<file path="src/rtl/mem_access_ctrl_if.sv">
// Request/acknowledge bus between the memory-stage controller and data memory.
interface mem_access_ctrl_if #(
   parameter int DATA_LEN = 32
);
   logic                mem_req_o;
   logic                mem_we_o;
   logic [DATA_LEN-1:0] mem_addr_o;
   logic [DATA_LEN-1:0] mem_wdata_o;
   logic                mem_ack_i;
   logic [DATA_LEN-1:0] mem_rdata_i;

   modport master (
      output mem_req_o, mem_we_o, mem_addr_o, mem_wdata_o,
      input  mem_ack_i, mem_rdata_i
   );

   modport slave (
      input  mem_req_o, mem_we_o, mem_addr_o, mem_wdata_o,
      output mem_ack_i, mem_rdata_i
   );
endinterface

</file>
<file path="src/rtl/mem_access_ctrl.sv">
// Memory-stage access controller: issues loads/stores to data memory and
// freezes the pipeline while an access is outstanding, with ack timeout.
module mem_access_ctrl #(
   parameter int DATA_LEN = 32,
   parameter int TIMEOUT  = 255
) (
   input  logic                clk_i,
   input  logic                rst_i,
   input  logic                MemRead_i,
   input  logic                MemWrite_i,
   input  logic [DATA_LEN-1:0] Addr_i,
   input  logic [DATA_LEN-1:0] WriteData_i,
   output logic                Data_Stall_o,
   output logic [DATA_LEN-1:0] ReadData_o,
   output logic                Err_o,
   mem_access_ctrl_if.master   mem_bus
);

   localparam logic [9:0] TIMEOUT_CNT = 10'(TIMEOUT);

   typedef enum logic [1:0] {
      S_IDLE,
      S_BUSY,
      S_DONE
   } state_t;

   state_t              r_state;
   logic [9:0]          r_cnt;
   logic                r_req;
   logic                r_we;
   logic [DATA_LEN-1:0] r_addr;
   logic [DATA_LEN-1:0] r_wdata;
   logic [DATA_LEN-1:0] r_rdata;
   logic                r_err;
   logic                w_req_in;

   assign w_req_in = MemRead_i | MemWrite_i;

   // Stall is combinational so the pipeline freezes in the cycle the request appears.
   assign Data_Stall_o = ((r_state == S_IDLE) & w_req_in) | (r_state == S_BUSY);
   assign ReadData_o   = r_rdata;
   assign Err_o        = r_err;

   assign mem_bus.mem_req_o   = r_req;
   assign mem_bus.mem_we_o    = r_we;
   assign mem_bus.mem_addr_o  = r_addr;
   assign mem_bus.mem_wdata_o = r_wdata;

   // Access FSM with registered bus outputs, wait counter and error pulse.
   always_ff @(posedge clk_i) begin
      if (rst_i) begin
         r_state <= S_IDLE;
         r_cnt   <= '0;
         r_req   <= 1'b0;
         r_we    <= 1'b0;
         r_addr  <= '0;
         r_wdata <= '0;
         r_rdata <= '0;
         r_err   <= 1'b0;
      end else begin
         r_err <= 1'b0;
         case (r_state)
            S_IDLE: begin
               if (w_req_in) begin
                  r_addr  <= Addr_i;
                  r_wdata <= WriteData_i;
                  // load wins when both requests are set
                  r_we    <= MemWrite_i & ~MemRead_i;
                  r_req   <= 1'b1;
                  // cleared and pre-counted: holds n during the nth BUSY cycle
                  r_cnt   <= 10'd1;
                  r_state <= S_BUSY;
               end
            end
            S_BUSY: begin
               if (mem_bus.mem_ack_i) begin
                  if (!r_we) begin
                     r_rdata <= mem_bus.mem_rdata_i;
                  end
                  r_req   <= 1'b0;
                  r_state <= S_DONE;
               end else if (r_cnt == TIMEOUT_CNT) begin
                  r_rdata <= '0;
                  r_err   <= 1'b1;
                  r_req   <= 1'b0;
                  r_state <= S_DONE;
               end else begin
                  r_cnt <= r_cnt + 10'd1;
               end
            end
            S_DONE: begin
               r_state <= S_IDLE;
            end
            default: begin
               r_state <= S_IDLE;
               r_req   <= 1'b0;
            end
         endcase
      end
   end

endmodule

</file>
<file path="src/flat_wrapper.sv">
// flat-port wrapper written by rule: the top's interface ports become plain ports
module mem_access_ctrl_flat 
#(
   parameter int DATA_LEN = 32,
   parameter int TIMEOUT  = 255
)
  (clk_i, rst_i, MemRead_i, MemWrite_i, Addr_i, WriteData_i, Data_Stall_o, ReadData_o, Err_o, mem_bus_mem_req_o, mem_bus_mem_we_o, mem_bus_mem_addr_o, mem_bus_mem_wdata_o, mem_bus_mem_ack_i, mem_bus_mem_rdata_i);
  mem_access_ctrl_if #(.DATA_LEN(DATA_LEN)) mem_bus_i ();
  input  logic clk_i;
  input  logic rst_i;
  input  logic MemRead_i;
  input  logic MemWrite_i;
  input  logic [DATA_LEN-1:0] Addr_i;
  input  logic [DATA_LEN-1:0] WriteData_i;
  output logic Data_Stall_o;
  output logic [DATA_LEN-1:0] ReadData_o;
  output logic Err_o;
  output wire logic [$bits(mem_bus_i.mem_req_o)-1:0] mem_bus_mem_req_o;
  output wire logic [$bits(mem_bus_i.mem_we_o)-1:0] mem_bus_mem_we_o;
  output wire logic [$bits(mem_bus_i.mem_addr_o)-1:0] mem_bus_mem_addr_o;
  output wire logic [$bits(mem_bus_i.mem_wdata_o)-1:0] mem_bus_mem_wdata_o;
  input wire logic [$bits(mem_bus_i.mem_ack_i)-1:0] mem_bus_mem_ack_i;
  input wire logic [$bits(mem_bus_i.mem_rdata_i)-1:0] mem_bus_mem_rdata_i;
  assign mem_bus_mem_req_o = mem_bus_i.mem_req_o;
  assign mem_bus_mem_we_o = mem_bus_i.mem_we_o;
  assign mem_bus_mem_addr_o = mem_bus_i.mem_addr_o;
  assign mem_bus_mem_wdata_o = mem_bus_i.mem_wdata_o;
  assign mem_bus_i.mem_ack_i = mem_bus_mem_ack_i;
  assign mem_bus_i.mem_rdata_i = mem_bus_mem_rdata_i;
  mem_access_ctrl #(.DATA_LEN(DATA_LEN), .TIMEOUT(TIMEOUT)) u_core (.clk_i(clk_i), .rst_i(rst_i), .MemRead_i(MemRead_i), .MemWrite_i(MemWrite_i), .Addr_i(Addr_i), .WriteData_i(WriteData_i), .Data_Stall_o(Data_Stall_o), .ReadData_o(ReadData_o), .Err_o(Err_o), .mem_bus(mem_bus_i));
endmodule
</file>
<file path="config.mk">
export PLATFORM = sky130hd
export DESIGN_NAME = mem_access_ctrl_flat
export DESIGN_NICKNAME = d
export VERILOG_FILES = /design/src/rtl/mem_access_ctrl_if.sv /design/src/rtl/mem_access_ctrl.sv /design/src/flat_wrapper.sv
export SDC_FILE = /design/constraint.sdc
export NUM_CORES = 1
export LEC_CHECK = 0
export ABC_AREA = 1
export CAP_MARGIN = 20
export CELL_PAD_IN_SITES_DETAIL_PLACEMENT = 1
export CELL_PAD_IN_SITES_GLOBAL_PLACEMENT = 2
export CORE_ASPECT_RATIO = 1.1
export CORE_UTILIZATION = 23
export DETAILED_ROUTE_END_ITERATION = 7
export PLACE_DENSITY_LB_ADDON = 0.3
export SYNTH_ARGS = -nofsm -noshare
export SYNTH_HDL_FRONTEND = slang
export SYNTH_SLANG_ARGS = --single-unit
</file>
<file path="constraint.sdc">
create_clock -name clk_i -period 3.8 [get_ports clk_i]
set_input_delay 1.14 -clock clk_i [delete_from_list [all_inputs] [get_ports clk_i]]
set_output_delay 1.14 -clock clk_i [all_outputs]
set_load 0.01 [all_outputs]
</file>
# After elaboration in Yosys (flattened, before gate mapping)
# Index checks and enable logic that the tools add are counted.
[classes] addsub=1 eq_ne=8 muxes=16 bitwise=7 n_reduce_logical=9
[ops] operator="$mux W32" count=3
[ops] operator="$mux W10" count=3
[ops] operator="$pmux W10 S2" count=1
[ops] operator="$add A10 B1 Y10 const B" count=1
[ops] operator="$eq A10 B8 Y1 const B" count=1
[ops] operator="$mux W2" count=3
[ops] operator="$ne A2 B2 Y1 const B" count=3
[ops] operator="$reduce_and A3 Y1" count=2
[ops] operator="$mux W1" count=4
[ops] operator="$pmux W2 S2" count=1
[ops] operator="$reduce_and A2 Y1" count=2
[ops] operator="$reduce_and A4 Y1" count=1
[ops] operator="$reduce_bool A2 Y1" count=2
[ops] operator="$ne A3 B3 Y1 const B" count=1
[ops] operator="$not A1 Y1" count=3
[ops] operator="$pmux W1 S3" count=1
[ops] operator="$reduce_or A3 Y1" count=1
[ops] operator="$and A1 B1 Y1" count=2
[ops] operator="$eq A2 B1 Y1 const B" count=1
[ops] operator="$eq A2 B2 Y1 const B" count=1
[ops] operator="$logic_not A2 Y1" count=1
[ops] operator="$ne A2 B1 Y1 const B" count=1
[ops] operator="$or A1 B1 Y1" count=2
[word_totals] regBits=111 inputBits=101 output_inout_bits=100 elab_cells=49

# Logic depth before layout (Yosys ltp)
[depth] depth_word=4 ltp_mapped=11 mapped_depth_nobuf=9

# Least setup slack after synthesis
# No wires, ideal clock.
[synth_path] kind="input to output" startpoint="in MemWrite_i" endpoint="out Data_Stall_o" arrival_time_ns=1.770 required_ns=2.660 setup_slack_ns=0.890 path_stages=3 n_path_buf=1 cell_sequence="o21ai_0 > clkbuf_1 > nand2_1"
[synth_via] elab_chain_len=3
[synth_lines] element="start: declaration" line_no="flat_wrapper.sv:12" source="input logic MemWrite_i;"
[synth_lines] element="$or A1 B1 Y1" line_no="mem_access_ctrl.sv:37" source="assign w_req_in = MemRead_i | MemWrite_i;"
[synth_lines] element="$and A1 B1 Y1" line_no="mem_access_ctrl.sv:40" source="assign Data_Stall_o = ((r_state == S_IDLE) & w_req_in) | (r_state == S_BUSY);"
[synth_lines] element="$or A1 B1 Y1" line_no="mem_access_ctrl.sv:40"
[synth_lines] element="end: declaration" line_no="flat_wrapper.sv:15" source="output logic Data_Stall_o;"
# Every way passes these cells.

# Worst setup path in the final report
# Same ends and word-level chain as after synthesis.

==> flow_results.org <==
** Global routing
- The initial antenna violation count came to 0.
- Via count of the first global-routing pass :: ~4600
- Entering global routing, the biggest net connects 67 pins.
- Global router's overall resource usage :: around 15%
- The first global-routing pass estimated 23900 um of wire.
- Overflow left after global routing :: 0

** Critical path
- The setup path with the least slack is of type in -> out.
- Crit path arrival time :: between 2 and 2.5 ns
- Across all register-to-register paths, the minimum setup slack is around 1.8 ns.
- The critical path starts at MemWrite_i.
- Worst EP required :: around 2.7 ns
- The worst register-to-register path ends at u_core.r_cnt[0]$_SDFFE_PP0P_.
- Reg2Reg Depth :: 8
- Largest driver fanout on the critical path :: 2
- Following the worst setup path forward leads to its endpoint at Data_Stall_o.
- STA classifies the critical path startpoint as an input pin.
- Capturing element type of the critical path :: primary output
- The startpoint identified for the worst register-to-register timing path is u_core.r_cnt[1]$_SDFFE_PP0P_.

** Synthesis
- Net Count, Synth :: a little under 800
- Proportion of synthesized chip area in sequential cells :: roughly 48%
- Dominant combinational cell family by area after synthesis :: simple AND/OR/NAND/NOR gates
- Xor and xnor fraction of the mapped netlist area :: 0%
- Largest area contributor in the synthesized netlist :: sky130_fd_sc_hd__dfxtp_1
- Summing the areas of all and, or, nand and nor instances in the mapped netlist gives 32.6% of the synthesized area.
- After synthesis, the cell types taking the most area are sky130_fd_sc_hd__dfxtp_1 (48%), sky130_fd_sc_hd__nor2_1 (15%), sky130_fd_sc_hd__nand2_1 (9.4%), sky130_fd_sc_hd__o21ai_0 (7.4%), sky130_fd_sc_hd__inv_1 (6.6%).
- Synthesized-area fraction occupied by ao, oa, aoi and oai cells :: 8.33%
- Synthesis-stage register bit count :: roughly 110
- Total standard cell area after synthesis :: about 4700 um2
- Mux cell area share after synthesis :: 0%
- In this run the biggest area consumer among cell types represents between 40% and 50% of the synthesized area.
- The number of different library cells used by synthesis comes to 26.
- Counting every instance in the synthesized netlist gives slightly below 700.
- Average size of a mapped cell :: a little under 7 um2
- The synthesized netlist devotes less than 1% of its cell area to adder and majority cells.
- Yosys synthesis warning count :: 0

** Power
- LEAKAGE :: between 0.003 and 0.004 uW
- Peak supply drop :: 283 uV
- Total power per unit cell area :: approximately 420 nW/um2

** Route
- Dividing the detail-routed wire length by the instance count gives between 10 and 15 um.
- For this block, the initial DRC count from the detailed router was 95.
- Via/cell ratio :: 4.23
- Residual DRC :: 0
- Via count :: approximately 4700
- Summed over all layers, the routed wires come to 15300 um.
- Number of nets still failing antenna checks after routing :: 0
- First-pass DRT Iterations :: 4

** Timing
- After layout, the minimum clock period comes to 3.60 ns.
- Measured against its own limit, the worst slew margin works out to approximately three fifths.
- The final max-slew violation count was 0.
- Actual transition at the worst max-transition pin :: 0.592 ns
- Total Negative Setup Slacks :: 0 ns
- Across the routed clock network, the largest skew measured is 0.0143 ns.
- Setup repair after global routing left no endpoint under its margin.
- Setup violations remaining at the end of the flow were counted as 0.
- Maximum clock frequency :: about 0.28 GHz
- Hold violation total from the final report :: 0
- In the finished design, the share of the clock period the worst path needs comes to a little over nine tenths.

** Die
- Die area :: about 21000 um2
- I/O pin count :: 201
- Core Region :: roughly 20000 um2
- Die Span X :: around 140 um
- Number of placement rows :: 54
- Y dimension of the die :: ~150 um
- Initial core utilization :: a little under a quarter

** Hold path
- Worst Hold Path Cells :: 2
- Worst hold path type :: reg -> reg

** Finish
- At the end of the flow, the number of nets in the layout was about 960.
- Synth-to-layout area growth :: 54.4%
- The library cell used most frequently in the layout, excluding fill and tap cells, is sky130_fd_sc_hd__clkdlybuf4s50_1.
- Ant diodes :: 0
- Final non-filler cell total :: 1118
- Commonest cells after routing, fill and taps aside :: sky130_fd_sc_hd__clkdlybuf4s50_1 (200), sky130_fd_sc_hd__nor2_1 (184), sky130_fd_sc_hd__nand2_1 (117)
- In the final layout, the share of cells above drive strength 1 is under 10%.

** Clock network
- Clock insertion delay at the later pin of the skew report :: between 0.3 and 0.4 ns
- Cts-stage hold buffer count :: 0
- After clock tree synthesis, the clock-pin slew on the worst setup and hold paths is ~0.080 ns.
- After clock tree synthesis, the repair step resized 0 gates.
- The tree built by TritonCTS fans out to between 100 and 150 sinks.
- The number of clock buffers added by TritonCTS is 9.
- In this run the post-CTS setup repair buffer count came out at 0.
- Maximum number of buffers from clock root to sink :: 2
- The H-tree was split into 3 levels.
- The tree is rooted in a sky130_fd_sc_hd__clkbuf_16.
- Clock tree from TritonCTS :: built

** Place
- Post-detailed-placement half-perimeter wirelength :: approximately 11000 um
- Placed insts :: about 1100
- IO buf count :: 200
- Final Wtd Congestion :: between 0.7 and 0.8

** Run
- Max-cap violations in this run came to 0.

** Run status
- The flow ran to the end, and the final reports show no timing, DRC or antenna violations.
-- Yosys cell counts (all sizes together) --
master	count
a211oi	1
a21oi	6
a31oi	1
and2	1
buf	19
clkbuf	25
dfxtp	111
ha	1
inv	83
nand2	129
nand3	14
nand3b	1
nand4	29
nor2	186
nor3	2
nor3b	1
nor4	1
o21ai	69
-- how the worst min path moves through the flow --
| stage | to | start | slack [ns] |
|---|---|---|---|
| finish | u_core.mem_bus.mem_addr_o[25]$_SDFFE_PP0P_ | u_core.mem_bus.mem_addr_o[25]$_SDFFE_PP0P_ | 0.48 |
| global route | u_core.mem_bus.mem_addr_o[24]$_SDFFE_PP0P_ | u_core.mem_bus.mem_addr_o[24]$_SDFFE_PP0P_ | 0.51 |
| CTS | u_core.mem_bus.mem_addr_o[24]$_SDFFE_PP0P_ | u_core.mem_bus.mem_addr_o[24]$_SDFFE_PP0P_ | 0.49 |
| detailed placement | u_core.mem_bus.mem_addr_o[24]$_SDFFE_PP0P_ | u_core.mem_bus.mem_addr_o[24]$_SDFFE_PP0P_ | 0.47 |
| global placement | u_core.mem_bus.mem_addr_o[26]$_SDFFE_PP0P_ | u_core.mem_bus.mem_addr_o[26]$_SDFFE_PP0P_ | 0.46 |
| floorplan | u_core.mem_bus.mem_req_o$_SDFFE_PP0P_ | u_core.r_state[0]$_SDFFE_PP0P_ | 0.45 |
-- cell type report --
type	count	area, um2
inverters	83	312
multi-input cells	442	1930
flip-flops and latches	111	2220
well taps	252	315
repair buffers	214	2120
clock buffers	11	243
clock inverters	5	63.8
fillers	2454	12700
-- metrics by stage --
stage	hold slack (ns)	power [uW]	util [%]	worst slack, ns	area [um2]
after global placement	0.461	2060	34.8	0.207	6900
after detailed placement	0.474	2060	34.8	0.215	6900
after CTS	0.488	3100	36.3	0.195	7210
after floorplan	0.454	1670	-	0.890	4670
after global routing	0.506	3220	36.3	0.146	7210
final	0.482	3030	36.3	0.199	7210
-- cell families after synthesis --
family          count (synthesis)
simple gates                  364
buf+inv                       127
flops                         111
compound gates                 77
fa+ha+maj                       1
-- sequential cells by signal (all words and copies together) (netlist names) --
name / flops
u_core.r_cnt: 10
u_core.mem_bus.mem_req_o: 1
u_core.mem_bus.mem_addr_o: 32
u_core.Err_o: 1
u_core.r_state: 2
u_core.ReadData_o: 32
u_core.mem_bus.mem_wdata_o: 32
u_core.mem_bus.mem_we_o: 1
-- routing by layer --
metal  vias up  GRT usage (%)  routed length [um]
met1      2110           17.5                6590
met4         0           3.75                 135
met2       163           23.1                6580
met5         -              0                   0
li1       2451              -                   -
met3         9           8.47                1970
-- critical path, cell delays in order --
cell and delay (ns):
sky130_fd_sc_hd__clkdlybuf4s50_1 0.54, sky130_fd_sc_hd__o21ai_4 0.09, sky130_fd_sc_hd__nand2_1 0.09, sky130_fd_sc_hd__clkdlybuf4s50_1 0.60
-- report_power, final --
| group | internal [uW] | switching (uW) |
|---|---|---|
| clock network | 538 | 466 |
| logic | 361 | 343 |
| registers | 1270 | 53.1 |
(Power assumes the default switching activity.)
